--- src/rtl/grav_counter_if.sv ---
// Control/status bundle for grav_counter. Optional CountDown exists only when
// GRAV_COUNTER_DOWN_EN is defined.
interface grav_counter_if #(
  parameter int unsigned WIDTH = 11
);
  logic             CountEnable;
  logic             Clear;
  logic             Load;
  logic [WIDTH-1:0] LoadValue;
  logic             pure_grav;
  logic             Saturate;
  logic [WIDTH-1:0] Count;
  logic             Wrap;
  logic             AtMax;
  logic [1:0]       State;
`ifdef GRAV_COUNTER_DOWN_EN
  logic             CountDown;

  modport master (
    output CountEnable, Clear, Load, LoadValue, pure_grav, Saturate, CountDown,
    input  Count, Wrap, AtMax, State
  );
  modport slave (
    input  CountEnable, Clear, Load, LoadValue, pure_grav, Saturate, CountDown,
    output Count, Wrap, AtMax, State
  );
`else
  modport master (
    output CountEnable, Clear, Load, LoadValue, pure_grav, Saturate,
    input  Count, Wrap, AtMax, State
  );
  modport slave (
    input  CountEnable, Clear, Load, LoadValue, pure_grav, Saturate,
    output Count, Wrap, AtMax, State
  );
`endif
endinterface

--- src/rtl/grav_counter.sv ---
// Parametrised gravity/frame counter with wrap/saturate modes and IDLE/RUN/SAT FSM.
// Define GRAV_COUNTER_DOWN_EN to add the CountDown direction input.
module grav_counter #(
  parameter int unsigned WIDTH       = 11,
  parameter int unsigned MAX_COUNT   = 1023,
  parameter int unsigned GRAV_PRESET = 340,
  parameter int unsigned STEP        = 1
) (
  input  logic           CLK,
  input  logic           RESET_N,
  grav_counter_if.slave  bus
);

  typedef enum logic [1:0] {
    IDLE = 2'd0,
    RUN  = 2'd1,
    SAT  = 2'd2
  } state_t;

  localparam int unsigned      SUM_W    = WIDTH + 1;
  localparam logic [WIDTH-1:0] MAX_V    = WIDTH'(MAX_COUNT);
  localparam logic [WIDTH-1:0] PRESET_V = WIDTH'(GRAV_PRESET);
  localparam logic [WIDTH-1:0] STEP_V   = WIDTH'(STEP);
  localparam logic [SUM_W-1:0] MAX_S    = SUM_W'(MAX_COUNT);
  localparam logic [SUM_W-1:0] STEP_S   = SUM_W'(STEP);

  state_t           state_q;
  logic [WIDTH-1:0] count_q;
  logic             wrap_q;

  logic             down;
  logic [SUM_W-1:0] up_sum;
  logic [WIDTH-1:0] dn_diff;
  logic [WIDTH-1:0] load_val;
  logic [WIDTH-1:0] step_count;
  state_t           step_state;
  logic             step_wrap;

`ifdef GRAV_COUNTER_DOWN_EN
  assign down = bus.CountDown;
`else
  assign down = 1'b0;
`endif

  assign load_val = (bus.LoadValue > MAX_V) ? MAX_V : bus.LoadValue;

  // Result of one enabled count cycle. The same rules cover IDLE, RUN and SAT:
  // a saturated counter pinned at its bound re-saturates, otherwise it wraps.
  always_comb begin
    step_count = count_q;
    step_state = state_q;
    step_wrap  = 1'b0;
    up_sum     = {1'b0, count_q} + STEP_S;
    dn_diff    = count_q - STEP_V;
    if (!down) begin
      if (up_sum > MAX_S) begin
        if (bus.Saturate) begin
          step_count = MAX_V;
          step_state = SAT;
        end else begin
          step_count = '0;
          step_state = RUN;
          step_wrap  = 1'b1;
        end
      end else if ((up_sum == MAX_S) && bus.Saturate) begin
        step_count = MAX_V;
        step_state = SAT;
      end else begin
        step_count = up_sum[WIDTH-1:0];
        step_state = RUN;
      end
    end else begin
      if (count_q < STEP_V) begin
        if (bus.Saturate) begin
          step_count = '0;
          step_state = SAT;
        end else begin
          step_count = MAX_V;
          step_state = RUN;
          step_wrap  = 1'b1;
        end
      end else if ((count_q == STEP_V) && bus.Saturate) begin
        step_count = '0;
        step_state = SAT;
      end else begin
        step_count = dn_diff;
        step_state = RUN;
      end
    end
  end

  // State, count and wrap pulse; Wrap defaults low so only wrap cycles raise it.
  always_ff @(posedge CLK or negedge RESET_N) begin
    if (!RESET_N) begin
      state_q <= IDLE;
      count_q <= '0;
      wrap_q  <= 1'b0;
    end else begin
      wrap_q <= 1'b0;
      if (bus.Clear) begin
        state_q <= IDLE;
        count_q <= '0;
      end else if (bus.Load) begin
        state_q <= RUN;
        count_q <= load_val;
      end else if (bus.pure_grav) begin
        state_q <= RUN;
        count_q <= PRESET_V;
      end else if (bus.CountEnable) begin
        state_q <= step_state;
        count_q <= step_count;
        wrap_q  <= step_wrap;
      end
    end
  end

  assign bus.Count = count_q;
  assign bus.Wrap  = wrap_q;
  assign bus.State = state_q;
  assign bus.AtMax = (count_q == MAX_V);

endmodule

--- src/flat_wrapper.sv ---
// flat-port wrapper written by rule: the top's interface ports become plain ports
module grav_counter_flat 
#(
  parameter int unsigned WIDTH       = 11,
  parameter int unsigned MAX_COUNT   = 1023,
  parameter int unsigned GRAV_PRESET = 340,
  parameter int unsigned STEP        = 1
)
  (CLK, RESET_N, bus_CountEnable, bus_Clear, bus_Load, bus_LoadValue, bus_pure_grav, bus_Saturate, bus_Count, bus_Wrap, bus_AtMax, bus_State);
  grav_counter_if #(.WIDTH(WIDTH)) bus_i ();
  input  logic CLK;
  input  logic RESET_N;
  input wire logic [$bits(bus_i.CountEnable)-1:0] bus_CountEnable;
  input wire logic [$bits(bus_i.Clear)-1:0] bus_Clear;
  input wire logic [$bits(bus_i.Load)-1:0] bus_Load;
  input wire logic [$bits(bus_i.LoadValue)-1:0] bus_LoadValue;
  input wire logic [$bits(bus_i.pure_grav)-1:0] bus_pure_grav;
  input wire logic [$bits(bus_i.Saturate)-1:0] bus_Saturate;
  output wire logic [$bits(bus_i.Count)-1:0] bus_Count;
  output wire logic [$bits(bus_i.Wrap)-1:0] bus_Wrap;
  output wire logic [$bits(bus_i.AtMax)-1:0] bus_AtMax;
  output wire logic [$bits(bus_i.State)-1:0] bus_State;
  assign bus_i.CountEnable = bus_CountEnable;
  assign bus_i.Clear = bus_Clear;
  assign bus_i.Load = bus_Load;
  assign bus_i.LoadValue = bus_LoadValue;
  assign bus_i.pure_grav = bus_pure_grav;
  assign bus_i.Saturate = bus_Saturate;
  assign bus_Count = bus_i.Count;
  assign bus_Wrap = bus_i.Wrap;
  assign bus_AtMax = bus_i.AtMax;
  assign bus_State = bus_i.State;
  grav_counter #(.WIDTH(WIDTH), .MAX_COUNT(MAX_COUNT), .GRAV_PRESET(GRAV_PRESET), .STEP(STEP)) u_core (.CLK(CLK), .RESET_N(RESET_N), .bus(bus_i));
endmodule
--- config.mk ---
export PLATFORM = sky130hd
export DESIGN_NAME = grav_counter_flat
export DESIGN_NICKNAME = d
export VERILOG_FILES = /design/src/rtl/grav_counter_if.sv /design/src/rtl/grav_counter.sv /design/src/flat_wrapper.sv
export SDC_FILE = /design/constraint.sdc
export NUM_CORES = 1
export LEC_CHECK = 0
export ABC_AREA = 1
export BUFFER_PORTS_ARGS = -buffer_cell sky130_fd_sc_hd__buf_2
export CORE_MARGIN = 4
export CORE_UTILIZATION = 30
export CTS_BUF_LIST = sky130_fd_sc_hd__clkbuf_16
export DETAILED_ROUTE_END_ITERATION = 12
export PLACE_DENSITY = 0.54
export SYNTH_ARGS = -nofsm -noshare
export SYNTH_HDL_FRONTEND = slang
export SYNTH_SLANG_ARGS = --single-unit
--- constraint.sdc ---
create_clock -name CLK -period 2 [get_ports CLK]
set_clock_uncertainty 0.05 [all_clocks]
set_input_delay 0.6 -clock CLK [delete_from_list [all_inputs] [get_ports CLK]]
set_output_delay 0.6 -clock CLK [all_outputs]
set_load 0.01 [all_outputs]
# Word level (Yosys, flattened, before mapping)
# Cells that the tools add are included.
[totals]
input_bits = 18
ff_bits = 14
wordCells = 31
out_inout_bits = 15
[classes]
n_mux = 21
order_cmp = 2
add_sub_neg = 1
n_eq_ne = 2
reduce_logical = 2
[op_table]
columns = ["op", "n"]
rows = [
  ["$mux W11", 7],
  ["$mux W2", 7],
  ["$add A11 B1 Y12 const B", 1],
  ["$eq A12 B10 Y1 const B", 1],
  ["$gt A12 B10 Y1 const B", 1],
  ["$eq A11 B10 Y1 const B", 1],
  ["$gt A11 B10 Y1 const B", 1],
  ["$mux W10", 1],
  ["$mux W1", 6],
  ["$reduce_bool A4 Y1", 1],
  ["$logic_and A1 B1 Y1", 1],
]

# Logic depth before layout (Yosys ltp)
# Gate-level depths: netlist of run 1.
[logic_depth]
depth_word = 9
mapped_depth = 12
depth_no_buf = 12

# Worst setup path after synthesis of run 1
# No wires, ideal clock.
[synth_timing]
path_kind = "register to output"
start = "register u_core.count_q[1] (netlist: u_core.bus.Count[1])"
end = "output bus_AtMax"
path_stages_with_launch = 6
setup_slack_ns = 0.179
path_buffers = 0
t_arrival_ns = 1.171
required_time_ns = 1.350
path_cell_list = "dfrtp_1 -> ha_1 -> nand2_2 -> nor2_4 -> nand4_4 -> inv_1"
[synth_between]
elab_chain_len = 1
[synth_lines]
columns = ["element", "line", "text"]
rows = [
  ["start: declaration", "grav_counter.sv:28", "logic [WIDTH-1:0] count_q;"],
  ["start signal: assignment", "grav_counter.sv:105", "count_q <= load_val;"],
  ["start signal: assignment", "grav_counter.sv:111", "count_q <= step_count;"],
  ["$eq A11 B10 Y1", "grav_counter.sv:120", "assign bus.AtMax = (count_q == MAX_V);"],
  ["end: declaration", "flat_wrapper.sv:21", "output wire logic [$bits(bus_i.AtMax)-1:0] bus_AtMax;"],
]
# No other way between the ends.

# Worst setup path in the final report of run 1
# Same ends and word-level chain as after synthesis.

==> metrics.md, run 1 <==
| Metric | Value |
|---|---|
| Bufs on Longest Clock Path | 2 |
| Ant diodes | 0 |
| Worst slew pin tran | 0.3302 ns |
| Wire length per cell | 12.13 µm |
| Worst Path Buf+Inv | 2 |
| Critical Path Slowest Stage Cell | dfrtp_1 |
| Row count | 22 |
| Port bufs | 32 |
| PD cells | 588.2 nW/µm² |
| CP top delay family | flip-flops |
| Die width | 69.81 µm |
| Synth area leaders | dfrtp_1 (31%), nand2_1 (18%), nand3_1 (7.4%) |
| Routed wire length | 3.153 mm |
| Slew headroom | 77.99% |
| MaxCap Viol Count | 0 |
| Most common cell after layout, fill and taps aside | nand2_1 |
| Crit start category | flip-flop |
| Cell area after synthesis | 1146 µm² |
| Largest family of logic cells by synthesized area | simple AND/OR/NAND/NOR gates |
| Synth Area in Compound Gates | 9.389% |
| Setup slack, reg-to-reg | 0.15 ns |
| Post-Place Worst Slack | 0.1348 ns |
| Register area | 350.3 µm² |
| Hold-fix buffers, CTS | 0 |
| CP Capture Type | output port |
| First-pass GRT wire length | 5.554 mm |
| FF+latch count, synth | 14 |
| Clock transition at path regs | 0.05 ns |
| Slew Limit Fails | 0 |
| R2r startpoint | u_core.bus.Count[1]$_DFFE_PN0P_ |
| DR pass1 iterations | 4 |
| Final period utilization | 96.70% |
| Share of cells above drive strength 1 | 29.72% |
| Yosys top cell by area | dfrtp_1 |
| Hold Path Class | in2async |
| Core area | 3689 µm² |
| DRT iter0 DRCs | 65 |
| Critical Path AT | 1.28 ns |
| Syn_area_per_cell | 6.742 µm² |
| Placed insts | 255 |
| DRC | 0 |
| Synth Area in Adders | 2.183% |
| Fin Setup TNS | 0 ns |
| Yosys warns | 0 |
| RePlAce Congestion | 0.8575 |
| Max Fclk | 517.1 MHz |
| Post-Layout Cell Count | 260 |
| Starting Density | 31.07% |
| Required time of the critical path | 1.35 ns |
| Die footprint | 4873 µm² |
| Final Setup Violations | 0 |
| FF-to-FF path depth | 12 |
| RSZ-0062 raised after global routing | no |
| Sink Count | 14 |
| Mux contribution to synthesized area | 0% |
| Distinct cells, synth | 24 |
| Fin worst setup slack | 0.06599 ns |
| Slowest stage delay, CP | 0.39 ns |
| Clock buffer count from CTS | 3 |
| Post-synthesis xor/xnor area fraction | 0% |
| Post-DP HPWL | 2.561 mm |
| Peak VDD IR | 0.2822 mV |
| Cells after Synth | 170 |
| LEAKAGE | 0.7906 nW |
| DP Area | 1400 µm² |
| Crit path kind | reg2out |
| Via-to-Cell Ratio | 4.715 |
| Most frequent cells in the layout | nand2_1 (56), buf_2 (32), nor2_1 (20), inv_1 (18), nand3_1 (17) |
| Crit-path cells | ha_4 > nand2_4 > nor2_4 > nand4_4 > inv_2 > buf_2 |
| Post-synth top area share | 30.57% |
| Crit Path Max Fanout | 5 |
| Vias in the first global route | 1221 |
| Final Hold Fails | 0 |
| Worst-Skew Late Latency | 0.24 ns |
| Area grow syn2layout | 31.55% |
| Largest net degree at the start of global routing | 15 |
| CTS tree | built |
| Htree depth | 1 |
| GRT Overall Usage | 14.20% |
| Sequential area share after synthesis | 30.57% |
| Via Count | 1226 |
| Post-synthesis simple-gate area fraction | 50.00% |
| Status | finished clean |
| Finished layout cell area | 1508 µm² |
| Chip Height | 69.81 µm |
| Post-route minimum period | 1.934 ns |
| Critical R2R Capture | u_core.bus.Count[5]$_DFFE_PN0P_ |
| Remaining global-route overflow | 0 |
| Post-route antenna net violation count | 0 |
| Root Buffer | clkbuf_16 |
| Area occupied by multi-input gates | 723.2 µm² |
| Initial antenna violation count | 0 |
| Fillers | 434 |
| Syn nets | 190 |
| I/O Pins | 33 |
| Nets | 234 |
synth_stat cells:
cell and count:
buf_6 1, dfrtp_1 14, ha_1 2, inv_1 19
inv_2 2, nand2_1 56, nand2_2 2, nand2_4 3
nand3_1 17, nand3_2 2, nand3_4 1, nand3b_1 1
nand4_1 2, nand4_4 1, nor2_1 20, nor2_2 1
nor2_4 3, nor3_4 1, nor4b_2 1, o21ai_0 13
o21ai_1 2, o21bai_1 1, o22ai_1 4, or2_2 1
how the worst max path moves through the flow:
stage	from	endpoint	slack, ns	depth (start not counted)
6_report	u_core.bus.Count[1]$_DFFE_PN0P_	bus_AtMax	0.07	6
5_1_grt	u_core.bus.Count[1]$_DFFE_PN0P_	bus_AtMax	0.004	6
4_1_cts	u_core.bus.Count[0]$_DFFE_PN0P_	bus_AtMax	0.003	6
3_5_place_dp	u_core.bus.Count[0]$_DFFE_PN0P_	u_core.bus.Count[0]$_DFFE_PN0P_	0.13	11
3_3_place_gp	u_core.bus.Count[0]$_DFFE_PN0P_	u_core.bus.Count[0]$_DFFE_PN0P_	0.20	11
2_1_floorplan	u_core.bus.Count[1]$_DFFE_PN0P_	bus_AtMax	0.18	5
state kept, by name, indices dropped and copies added (netlist names):
| name | cells |
|---|---|
| u_core.bus.State | 2 |
| u_core.bus.Wrap | 1 |
| u_core.bus.Count | 11 |
metrics by stage:
stage          power (mW)  util [%]  hold WS (ns)
2_1_floorplan      0.4269         -        0.2544
3_3_place_gp       0.5109     37.96        0.4164
3_5_place_dp       0.5091     37.96        0.4156
4_1_cts            0.8942     40.20        0.2148
5_1_grt            0.9383     40.88        0.2331
6_report           0.8869     40.88        0.1995
area by class of cell:
cell class | count | area share (%)
flip-flops and latches | 14 | 23.24
well taps | 48 | 3.983
multi-input cells | 134 | 47.97
repair buffers | 40 | 14.61
inverters | 21 | 5.228
clock buffers | 3 | 4.979
power by group:
part	total, mW	switching [mW]	internal (mW)
clock	0.380	0.118	0.262
sequential	0.324	0.0223	0.302
combinational	0.183	0.109	0.0733
total	0.887	0.250	0.637
kinds of logic after synthesis:
kind of cell             Yosys count
AO/OA/AOI/OAI                     20
adder cells (fa/ha/maj)            2
buffers and inverters             22
flip-flops                        14
AND/OR/NAND/NOR                  112
routing by layer:
layer / global-route usage, % / wire, µm
met1: 18.25 / 1520
met2: 23.29 / 1433
met3: 2.029 / 114
met4: 6.596 / 84
met5: 0 / 0
timing repair:
action,in CTS,in global routing
setup buffers,1,1
pin swaps,0,2
setup endpoints to repair,1,1
resized for setup,0,4
Power figures use the tool's default switching activity.
==> run 2, diff against run 1 <==
- CORE_UTILIZATION: 30 -> 45
- PLACE_DENSITY: 0.54 -> 0.82
==> run 2 against run 1 <==
Net effect: combinational power rose by 7%; fmax fell by 2.2%; worst hold slack gained 0.0035 ns; highest routed layer unchanged; die area decreased by 30%; critical path type unchanged; routed wire length grew 2.2%; count of clock-buffer cells in the layout did not move.
==> metrics.md, run 2 (synthesized netlist as in run 1, its figures left out) <==
| Metric | Value |
|---|---|
| Status | finished clean |
| Final Setup Violations | 0 (unchanged) |
| GRT Overall Usage | 19.74% (+5.5 points) |
| Fin Setup TNS | 0 ns (unchanged) |
| Vias in the first global route | 1202 (-1.6%) |
| Crit Path Max Fanout | 5 (unchanged) |
| Slew Limit Fails | 0 (unchanged) |
| RePlAce Congestion | 0.8889 (+3.7%) |
| PD cells | 594.3 nW/µm² (+1.0%) |
| Crit path from | u_core.bus.Count[1]$_DFFE_PN0P_ |
| Port bufs | 32 (unchanged) |
| Slew headroom | 77.00% (-0.99 points) |
| Via-to-Cell Ratio | 5.183 (+9.9%) |
| Final Hold Fails | 0 (unchanged) |
| Initial antenna violation count | 0 (unchanged) |
| First-pass GRT wire length | 5.195 mm (-6.5%) |
| DRC | 0 (unchanged) |
| Die footprint | 3418 µm² (-30%) |
| Routed wire length | 3.222 mm (+2.2%) |
| Share of cells above drive strength 1 | 31.02% (+1.3 points) |
| Most common cell after layout, fill and taps aside | nand2_1 |
| Sink Count | 14 (unchanged) |
| Max reg flops | 11 (unchanged) |
| Crit path kind | reg2out |
| Chip Height | 58.47 µm (-16%) |
| Most frequent cells in the layout | nand2_1 (56), buf_2 (31), nor2_1 (20), inv_1 (18), nand3_1 (17) |
| Post-route minimum period | 1.977 ns (+0.04276 ns) |
| Final period utilization | 98.84% (+2.1 points) |
| Die width | 58.47 µm (-16%) |
| Via Count | 1275 (+4.0%) |
| Clock buffer count from CTS | 3 (unchanged) |
| CP top delay family | flip-flops |
| Post-route antenna net violation count | 0 (unchanged) |
| Hold Path Class | in2async |
| Starting Density | 46.69% (+16 points) |
| Critical Path AT | 1.33 ns (+0.05 ns) |
| Root Buffer | clkbuf_16 |
| Hold Slack | 0.2031 ns (+0.003538 ns) |
| Critical Path Slowest Stage Cell | dfrtp_1 |
| I/O Pins | 33 (unchanged) |
| Htree depth | 1 (unchanged) |
| Wire length per cell | 13.10 µm (+8.0%) |
| Fin worst setup slack | 0.02322 ns (-0.04276 ns) |
| Row count | 18 (-18%) |
| DRT iter0 DRCs | 26 (-60%) |
| Remaining global-route overflow | 0 (unchanged) |
| Max Fclk | 505.9 MHz (-2.2%) |
| Nets | 237 (+1.3%) |
| Crit-path cells | ha_4 > nand2_4 > nor2_4 > nand4_4 > inv_2 > buf_6 |
| Clock transition at path regs | 0.05 ns (about the same) |
| Post-Place Worst Slack | 0.1041 ns (-0.03076 ns) |
| Fillers | 234 (-46%) |
| Bufs on Longest Clock Path | 2 (unchanged) |
| Slowest stage delay, CP | 0.40 ns (about the same) |
| Peak VDD IR | 0.4175 mV (+48%) |
| Worst slew pin tran | 0.3450 ns (+0.01482 ns) |
| CTS tree | built |
| Core area | 2455 µm² (-33%) |
| Area grow syn2layout | 32.53% |
| MaxCap Viol Count | 0 (unchanged) |
| Post-DP HPWL | 2.422 mm (-5.4%) |
| CP Capture Type | output port |
| LEAKAGE | 0.8082 nW (+2.2%) |
| Finished layout cell area | 1519 µm² (+0.75%) |
| Crit start category | flip-flop |
| R2r startpoint | u_core.bus.Count[0]$_DFFE_PN0P_ |
| DP Area | 1370 µm² (-2.1%) |
| Ant diodes | 0 (unchanged) |
| Worst-Skew Late Latency | 0.25 ns (about the same) |
| Worst Path Buf+Inv | 2 (unchanged) |
| Largest net degree at the start of global routing | 15 (unchanged) |
| Required time of the critical path | 1.35 ns (about the same) |
| DR pass1 iterations | 4 (unchanged) |
## run 2: cell types whose count changed in the layout (fill, tap and decap cells not counted), sizes merged
cell    previous run  this run
buf               40        43
clkinv             0         1
## run 2: per-stage QoR
stage                     utilization (%)  cells  total power [mW]
after detailed placement            55.81    236            0.5082
after global routing                61.88    246            0.9433
after floorplan                         -    170            0.4269
after CTS                           59.63    242            0.8949
final                               61.88    246            0.9028
after global placement              55.81    236            0.5040
## run 2: repair_timing
item | in CTS | in global routing
buffers inserted | 2 | 4
gates resized for setup | 0 | 6
hold buffers | 0 | 0
pin swaps | 1 | 3
endpoints found under the setup margin | 1 | 1
## run 2: final timing paths
kind / slack (ns) / cells after the start / to
min in group CLK: 0.43 / 2 / u_core.bus.State[0]$_DFFE_PN0P_
max reg2reg: 0.20 / 11 / u_core.bus.Count[1]$_DFFE_PN0P_
min: 0.20 / 1 / u_core.bus.State[0]$_DFFE_PN0P_
min reg2reg: 0.43 / 2 / u_core.bus.State[0]$_DFFE_PN0P_
max in group asynchronous: 1.42 / 1 / u_core.bus.Count[9]$_DFFE_PN0P_
max: 0.02 / 6 / bus_AtMax
## run 2: area by class of cell
class                           instances  area (µm²)  area share, %
Sequential cell                        14       351.6          23.15
Clock inverter                          1       3.754         0.2471
Inverter                               21       78.83          5.189
Multi-Input combinational cell        134       723.2          47.61
Clock buffer                            3       75.07          4.942
Timing Repair Buffer                   43       249.0          16.39
Tap cell                               30       37.54          2.471
## run 2: layer usage
metal  routed length (µm)  track usage [%]  share of wire (%)  vias up
met4                   50            8.940                1.6        0
met5                    0                0                  0        -
met2                 1626            33.33                 50       33
li1                     -                -                  -      646
met1                 1367            24.08                 42      589
met3                  178            3.947                5.5        7
## run 2: worst reg2reg max path, cell delays in order (launching register included)
cell      delay, ns
dfrtp_1        0.38
buf_4          0.13
buf_4          0.12
inv_1          0.07
nor2_1         0.22
nand3_1        0.16
nand3_4        0.16
nand2_4        0.11
nand3b_1       0.11
nand2_1        0.05
nand2_1        0.05
nand3_1        0.08
## run 2: where the power goes
part           leakage, nW  switching, mW  internal (mW)
registers            0.180         0.0208          0.302
logic                0.590          0.116         0.0791
clock network       0.0385          0.120          0.265
==> run 3, diff against run 2 <==
- ABC_AREA: 1 -> unset
==> run 3 against run 2 <==
Net effect: the flow now finishes with violations (negative setup slack); worst hold slack better by 0.0035 ns; highest routed layer unchanged; clock power rose by 1%; sequential power is 2% higher; synthesized cell count fell by 22%; core utilization rose by 12 points; register-to-register slack lost 0.30 ns; global-route usage is 4.5 points higher; fmax decreased by 6.0%; total power up 7.3%; final area is 10% higher; count of clock-buffer cells in the layout stayed put; largest cell class unchanged.
==> metrics.md, run 3 <==
| Metric | Value |
|---|---|
| Cells after Synth | 132 (-22%) |
| Violated checks | negative setup slack |
| Yosys top cell by area | dfrtp_1 |
| CTS tree | built |
| CP Capture Type | output port |
| Via-to-Cell Ratio | 6.132 (+18%) |
| Ys flop type | dfrtp_1 |
| Ant diodes | 0 (unchanged) |
| Post-route minimum period | 2.102 ns (+0.1254 ns) |
| Max Fclk | 475.7 MHz (-6.0%) |
| Peak VDD IR | 0.4815 mV (+15%) |
| Most frequent cells in the layout | buf_2 (32), buf_4 (27), nor2_1 (14), dfrtp_1 (12), nand2_1 (8) |
| Port bufs | 32 (unchanged) |
| Initial antenna violation count | 0 (unchanged) |
| EDFF count, synth | 0 (unchanged) |
| Hold Slack | 0.2066 ns (+0.003526 ns) |
| Bufs on Longest Clock Path | 2 (unchanged) |
| Fin Setup TNS | -0.5473 ns (-0.5473 ns) |
| Distinct cells, synth | 43 (+79%) |
| Placed insts | 212 (-10%) |
| Final Hold Fails | 0 (unchanged) |
| Fillers | 159 (-32%) |
| I/O Pins | 33 (unchanged) |
| Required time of the critical path | 1.35 ns (about the same) |
| Post-DP HPWL | 2.833 mm (+17%) |
| Total Power | 968.5 µW (+7.3%) |
| Asr flop ratio synth | 100.0% (unchanged) |
| GRT Overall Usage | 24.25% (+4.5 points) |
| Synth area leaders | dfrtp_1 (32%), nor2_1 (4.8%), nor3_1 (4.5%) |
| LEAKAGE | 0.7623 nW (-5.7%) |
| Crit Path Max Fanout | 2 (-3) |
| Htree depth | 1 (unchanged) |
| Core area | 2276 µm² (-7.3%) |
| Die width | 57.50 µm (-1.7%) |
| Yosys warns | 0 (unchanged) |
| Die footprint | 3306 µm² (-3.3%) |
| Fin worst setup slack | -0.1022 ns (-0.1254 ns) |
| Syn nets | 152 (-20%) |
| R2r startpoint | u_core.bus.Count[1]$_DFFE_PN0P_ |
| Finished layout cell area | 1675 µm² (+10%) |
| Sink Count | 14 (unchanged) |
| MaxCap Viol Count | 0 (unchanged) |
| Post-synth top area share | 31.78% (+1.2 points) |
| Row count | 17 (-1) |
| Most common cell after layout, fill and taps aside | buf_2 |
| Root Buffer | clkbuf_16 |
| Slew Limit Fails | 0 (unchanged) |
| Commonest cells post-synth | dfrtp_1 (14), nor2_1 (14), nor3_1 (10) |
| Wire length per cell | 18.95 µm (+45%) |
| Worst slew pin tran | 0.5038 ns (+0.1587 ns) |
| DRT iter0 DRCs | 55 (+110%) |
| Post-Layout Cell Count | 220 (-11%) |
| Largest net degree at the start of global routing | 15 (unchanged) |
| Area grow syn2layout | 51.99% |
| Vias in the first global route | 1325 (+10%) |
| DRC | 0 (unchanged) |
| Status | complete, but fails checks |
| Hold Path Class | in2async |
| Syn_area_per_cell | 8.351 µm² (+24%) |
| Hold-fix buffers, CTS | 0 (unchanged) |
| Crit path from | u_core.bus.Count[1]$_DFFE_PN0P_ |
| RSZ-0062 raised after global routing | yes |
| DR pass1 iterations | 4 (unchanged) |
| Slew headroom | 66.11% (-11 points) |
| Worst-Skew Late Latency | 0.25 ns (about the same) |
| DP Area | 1489 µm² (+8.7%) |
| Crit path kind | reg2out |
| Post-route antenna net violation count | 0 (unchanged) |
| Nets | 213 (-10%) |
| PD cells | 578.1 nW/µm² (-2.7%) |
| Critical Path AT | 1.45 ns (+0.12 ns) |
| First-pass GRT wire length | 6.196 mm (+19%) |
| Via Count | 1349 (+5.8%) |
| Cell area after synthesis | 1102 µm² (-3.8%) |
| Clock transition at path regs | 0.05 ns (about the same) |
| Sequential area share after synthesis | 31.78% (+1.2 points) |
| Setup slack, reg-to-reg | -0.10 ns (-0.30 ns) |
| FF+latch count, synth | 14 (unchanged) |
| RePlAce Congestion | 0.9511 (+7.0%) |
| Remaining global-route overflow | 0 (unchanged) |
| Clock buffer count from CTS | 3 (unchanged) |
| Max reg flops | 11 (unchanged) |
| Crit start category | flip-flop |
| Final Setup Violations | 11 (+11) |
| Routed wire length | 4.169 mm (+29%) |
| Chip Height | 57.50 µm (-1.7%) |
| Share of cells above drive strength 1 | 48.44% (+17 points) |
| Final period utilization | 105.1% (+6.3 points) |
| Starting Density | 48.43% (+1.7 points) |
==> run 3: cell types whose count changed after synthesis, sizes merged, moves of 4 or more <==
cell / change
or2: +4
nand2b: +5
a21oi: +6
nor3: +11
o32ai: +4
inv: -17
nand3: -16
nor2: -9
nand2: -51
o21a: +4
o21ai: -6
==> run 3: final timing paths <==
path,end,cells past startpoint
worst min-delay path,u_core.bus.Count[2]$_DFFE_PN0P_,1
max in group asynchronous,u_core.bus.Count[1]$_DFFE_PN0P_,1
min in group CLK,u_core.bus.State[1]$_DFFE_PN0P_,2
worst max register to register,u_core.bus.Count[3]$_DFFE_PN0P_,8
worst max-delay path,bus_AtMax,5
worst min register to register,u_core.bus.State[1]$_DFFE_PN0P_,2
==> run 3: cells by family after synthesis <==
| family | Yosys count | share of synthesized area, % |
|---|---|---|
| XOR/XNOR | 4 | 3.179 |
| AO/OA/AOI/OAI | 35 | 23.61 |
| flip-flops | 14 | 31.78 |
| AND/OR/NAND/NOR | 67 | 34.39 |
| multiplexers | 2 | 1.816 |
| buffers and inverters | 8 | 2.951 |
| adder cells (fa/ha/maj) | 2 | 2.270 |
==> run 3: layout make-up <==
type | count | area, µm² | share of cell area (%)
multi-input combinational | 110 | 819.5 | 48.92
timing repair buffer | 60 | 374.1 | 22.33
sequential | 14 | 352.8 | 21.06
clock buffer | 3 | 75.07 | 4.481
tap | 28 | 35.03 | 2.091
inverter | 4 | 15.01 | 0.8962
clock inverter | 1 | 3.754 | 0.2240
==> run 3: what timing repair did <==
action                     4_1_cts  5_1_grt
resized for setup                7       11
setup endpoints to repair        4       13
setup buffers                    3        1
pin swaps                        5       11
==> run 3: worst max-delay path, cell delays in order, from the launching register on <==
cell,delay (ns)
dfrtp_2,0.39
ha_4,0.16
nand4_4,0.11
or2_4,0.27
nor3_4,0.11
buf_2,0.16
==> run 3: stage by stage <==
| stage | setup WS, ns | utilization, % |
|---|---|---|
| 2_1_floorplan | 0.02141 | - |
| 3_3_place_gp | 0.007946 | 65.42 |
| 3_5_place_dp | -0.07733 | 65.42 |
| 4_1_cts | -0.08727 | 70.70 |
| 5_1_grt | -0.1896 | 73.61 |
| 6_report | -0.1022 | 73.61 |
==> run 3: metal layers <==
| layer | part of all wire (%) | GRT usage [%] | vias up | wire [µm] |
|---|---|---|---|---|
| li1 | - | - | 612 | - |
| met5 | 0 | 0 | - | 0 |
| met3 | 6.8 | 4.299 | 11 | 282 |
| met4 | 2.1 | 11.26 | 0 | 87 |
| met1 | 40 | 28.93 | 650 | 1652 |
| met2 | 51 | 41.77 | 76 | 2147 |
==> run 3: where the power goes <==
| part | total, mW | internal, mW | switching [mW] |
|---|---|---|---|
| registers | 0.328 | 0.304 | 0.0238 |
| clock network | 0.389 | 0.265 | 0.124 |
| logic | 0.251 | 0.112 | 0.138 |
